[config.mk]
export PLATFORM = sky130hd
export DESIGN_NAME = mux_sel_arbiter
export DESIGN_NICKNAME = d
export VERILOG_FILES = /design/src/rtl/mux_sel_arbiter.sv
export SDC_FILE = /design/constraint.sdc
export NUM_CORES = 1
export LEC_CHECK = 0
export CAP_MARGIN = 20
export CORE_ASPECT_RATIO = 1.25
export CORE_MARGIN = 4
export CORE_UTILIZATION = 38
export CTS_CLUSTER_SIZE = 24
export DETAILED_ROUTE_END_ITERATION = 10
export GPL_TIMING_DRIVEN = 1
export SKIP_CTS_REPAIR_TIMING = 1
export SLEW_MARGIN = 15
export SYNTH_ARGS = -nofsm -noshare
export SYNTH_HDL_FRONTEND = slang
export SYNTH_SLANG_ARGS = --single-unit
[constraint.sdc]
create_clock -name clk -period 4.6 [get_ports clk]
set_input_delay 1.38 -clock clk [delete_from_list [all_inputs] [get_ports clk]]
set_output_delay 1.38 -clock clk [all_outputs]
set_load 0.01 [all_outputs]
[src/rtl/mux_sel_arbiter.sv]
// Round-robin arbiter driving the 4:1 channel mux select {s1,s0}.
// One-cycle grant latency, zero-bubble handover and a bounded hold time under contention.
module mux_sel_arbiter #(
  parameter int HOLD_MAX = 4,
  parameter int CNT_W    = 4
) (
  input  logic clk,
  input  logic reset,
  input  logic r0,
  input  logic r1,
  input  logic r2,
  input  logic r3,
  output logic s1,
  output logic s0,
  output logic valid,
  output logic g0,
  output logic g1,
  output logic g2,
  output logic g3
);

  typedef enum logic {IDLE, GRANT} state_t;

  state_t           state;
  logic [3:0]       req;
  logic [3:0]       gnt;
  logic [3:0]       others;
  logic [1:0]       cur;
  logic [1:0]       cur_p1;
  logic [1:0]       ptr;
  logic [CNT_W-1:0] cnt;
  logic [2:0]       pick_idle;
  logic [2:0]       pick_rot;
  logic             hold_done;

  // Returns {found, index}: first requester at or after start, wrapping mod 4.
  function automatic logic [2:0] rr_pick(input logic [3:0] rq, input logic [1:0] start);
    logic [2:0] res;
    logic [1:0] idx;
    res = 3'b000;
    for (int i = 3; i >= 0; i--) begin
      idx = start + 2'(i);
      if (rq[idx]) res = {1'b1, idx};
    end
    return res;
  endfunction

  assign req       = {r3, r2, r1, r0};
  assign cur_p1    = cur + 2'd1;
  assign others    = req & ~(4'b0001 << cur);
  assign hold_done = (cnt == CNT_W'(HOLD_MAX));
  assign pick_idle = rr_pick(req, ptr);
  // Searching from cur+1 leaves cur at lowest priority, so rotation never re-picks it.
  assign pick_rot  = rr_pick(others, cur_p1);

  always_ff @(posedge clk or negedge reset) begin
    if (!reset) begin
      state <= IDLE;
      cur   <= 2'd0;
      ptr   <= 2'd0;
      cnt   <= '0;
      valid <= 1'b0;
      gnt   <= 4'b0000;
    end else begin
      case (state)
        IDLE: begin
          if (pick_idle[2]) begin
            cur   <= pick_idle[1:0];
            gnt   <= 4'b0001 << pick_idle[1:0];
            valid <= 1'b1;
            cnt   <= CNT_W'(1);
            state <= GRANT;
          end
        end
        GRANT: begin
          if (!req[cur] || (hold_done && |others)) begin
            ptr <= cur_p1;
            if (pick_rot[2]) begin
              cur <= pick_rot[1:0];
              gnt <= 4'b0001 << pick_rot[1:0];
              cnt <= CNT_W'(1);
            end else begin
              // cur is kept so the mux select holds its last value while idle.
              valid <= 1'b0;
              gnt   <= 4'b0000;
              cnt   <= '0;
              state <= IDLE;
            end
          end else if (hold_done) begin
            cnt <= CNT_W'(1);
          end else begin
            cnt <= cnt + CNT_W'(1);
          end
        end
        default: state <= IDLE;
      endcase
    end
  end

  assign {s1, s0}           = cur;
  assign {g3, g2, g1, g0}   = gnt;

endmodule

==> metrics.txt <==
initial antenna violation count=0; IO Pins=13; CP peak stage delay=560 ps; Leak=between 0.5 and 0.6 nW; #FFs+latches synth=14; worst rel slew slack=a little under three fifths; CORE AREA=about 2700 µm²; Die Wd=approximately 56 µm; most common cell after layout, fill and taps aside=dfrtp_1; Critical Path Source=r3; Routed Antenna Nets=0; final core utilization=a little under half; Hold Vio Cnt, Final=0; Worst-Skew Late Latency=280 ps; Slowest cell on crit path=clkdlybuf4s50_1; wirelength, routed=2.18 mm; CTS clk-pin slew, worst paths=80 ps; Worst setup SP type=input pin; CTS Root Cell=clkbuf_4; Pwr Density=about 670 nW/µm²; post-DR vias/cell=5.46; placed insts=between 150 and 200; Clock Tree Buf Depth=2; Hold Crit Start=gnt[2]; average cell area after synthesis=roughly 9.9 µm²; CTS buffer count=3; commonest non-fill, non-tap cells in the layout=14 x dfrtp_1, 12 x clkdlybuf4s50_1, 11 x nand2b_1; Syn-to-layout area delta=17.1%; Worst R2R Path Depth=7; Tcrit/Tclk final=67.6%; Final Power=0.000847 W; WP buf/inv=1; Critical Path RT=roughly 4800 ps; drt first pass iters=6; htree depth=1; GRT Util Overall=13.1%; Setup TNS=0 ps; hold path depth=2; yosys warns=0; Routed WL per cell=13.9 µm; Layout Cells excl Fill=157; max frequency=approximately 320 MHz; crit path cell chain=clkdlybuf4s50_1, nor2b_4, o41ai_4, nand2_1, nand2_1, mux2_2; RSZ-0062 raised after global routing=no; setup violators final=0; crit path capture type=register; reg2reg setup slack=around 2300 ps; first-pass GRT wire length=~4.0 mm; antenna fix cells=0; final global-route overflow total=0; outcome=finished, final reports clean; CP top delay family=buffers and inverters; starting density of the core=around two fifths; sequential fraction of the synthesis area=between 30% and 40%; count of cell types in the netlist=41; share of cells above drive strength 1=~14%; critical path depth=6; fin nets=roughly 140; FP Rows=21; via count=between 800 and 900; Max Cap Viol=0; count of input and output buffers=12; Detail Placement HPWL=1.70 mm; CP Data Arrival Time=about 3300 ps; min Tclk post-route=3110 ps; Worst path most repeated cell=nand2_1; ys flop type=dfrtp_1; Hold Path Class=reg2reg; Die H=just under 70 µm; routability cong.=roughly 0.82; EDFF count, synth=0; VDD IR-drop max=between 300 and 400 µV; Slew @ Worst Pin=around 660 ps; Post-Syn Area=between 1000 and 1500 µm²; FF-to-FF Start=cur[0]; max-slew violations=0; vias in the first global route=just under 900; Mapped Nets=around 120; DRC=0; Gate Count Post-Synth=109; largest net degree at the start of global routing=18; clock skew=about 4.3 ps; Max FO, Critical Path=9; CP Class=in2reg; area of the die=between 3000 and 4000 µm²; CTS tree=done; 1st-iter DRT viols=10; Async S/R FF share, synth=between 90% and 100%; Clock Sink Count=14
## logic make-up after synthesis
group / after synthesis / share of synthesized area (%)
and+or+nand+nor: 45 / 27.6
AOI/OAI and AO/OA: 32 / 24.8
DFF: 14 / 32.6
buffers and inverters: 7 / 3.14
adders and majority gates: 6 / 6.98
muxes: 5 / 4.89
## worst register-to-register path, cell delays in order (launching register included)
cell and delay, ps:
dfrtp_1 500, inv_1 210, ha_1 170, and2b_4 210
o41ai_4 430, nand2_1 170, nand2_1 150, mux2_2 340
## synthesized netlist by cell type (2+ instances only)
library cell  number  area share [%]
nand3b_1           2             1.4
nand2b_1          11             6.4
mux2_2             2             2.1
o22a_1             2             1.6
a32o_1             2             1.9
inv_1              5             1.7
nor4_1             3             1.7
a31o_2             2             1.6
o221ai_1           3             2.4
nor2_1             3             1.0
nand2_1            8             2.8
nor2b_1            3             1.7
nand3_1            3             1.4
o22ai_1            3             1.7
dfrtp_1           14              33
and2b_1            2             1.4
a21o_1             2             1.4
o2bb2ai_1          2             1.6
ha_1               6             7.0
a21oi_1            8             3.7
mux2i_1            3             2.8
## path summary, 6_finish.rpt
| kind | to |
|---|---|
| setup / recovery | ptr[0] |
| hold / removal | gnt[2] |
| setup reg to reg | ptr[0] |
| hold reg to reg | gnt[2] |
| max in group asynchronous | gnt[2] |
| min in group asynchronous | cnt[1] |
## registers in the layout, summed over array words and instances (netlist names)
signal  cells
cur         2
ptr         2
gnt         4
cnt         4
valid       1
state       1
## metrics by stage
step / instance area (µm²) / hold WS [ps] / setup slack (ps)
final: 1260 / 507 / 1490
after global routing: 1260 / 546 / 1390
after CTS: 1260 / 509 / 1490
after detailed placement: 1220 / 485 / 1200
after global placement: 1220 / 482 / 1230
after floorplan: 1070 / 457 / 1810
## metal layers
layer / vias to the layer above / wire (µm) / track usage [%]
li1: 435 / - / -
met1: 407 / 1090 / 16.8
met3: 4 / 51 / 1.34
met5: - / 0 / 0
met4: 0 / 37 / 5.47
met2: 12 / 1000 / 22.5
## where the power goes
group	switching, W	leakage (nW)	internal [W]
logic	0.000244	0.366	0.000267
registers	0.0000702	0.172	0.000177
clock network	0.0000412	0.0210	0.0000482
## final cells by class
type                            count  area (µm²)
Tap cell                           34        42.5
Multi-Input combinational cell     88         691
Clock buffer                        4        36.3
Inverter                            5        18.8
Fill cell                         256        1450
Sequential cell                    14         350
Timing Repair Buffer               12         120
Power figures use the tool's default switching activity.
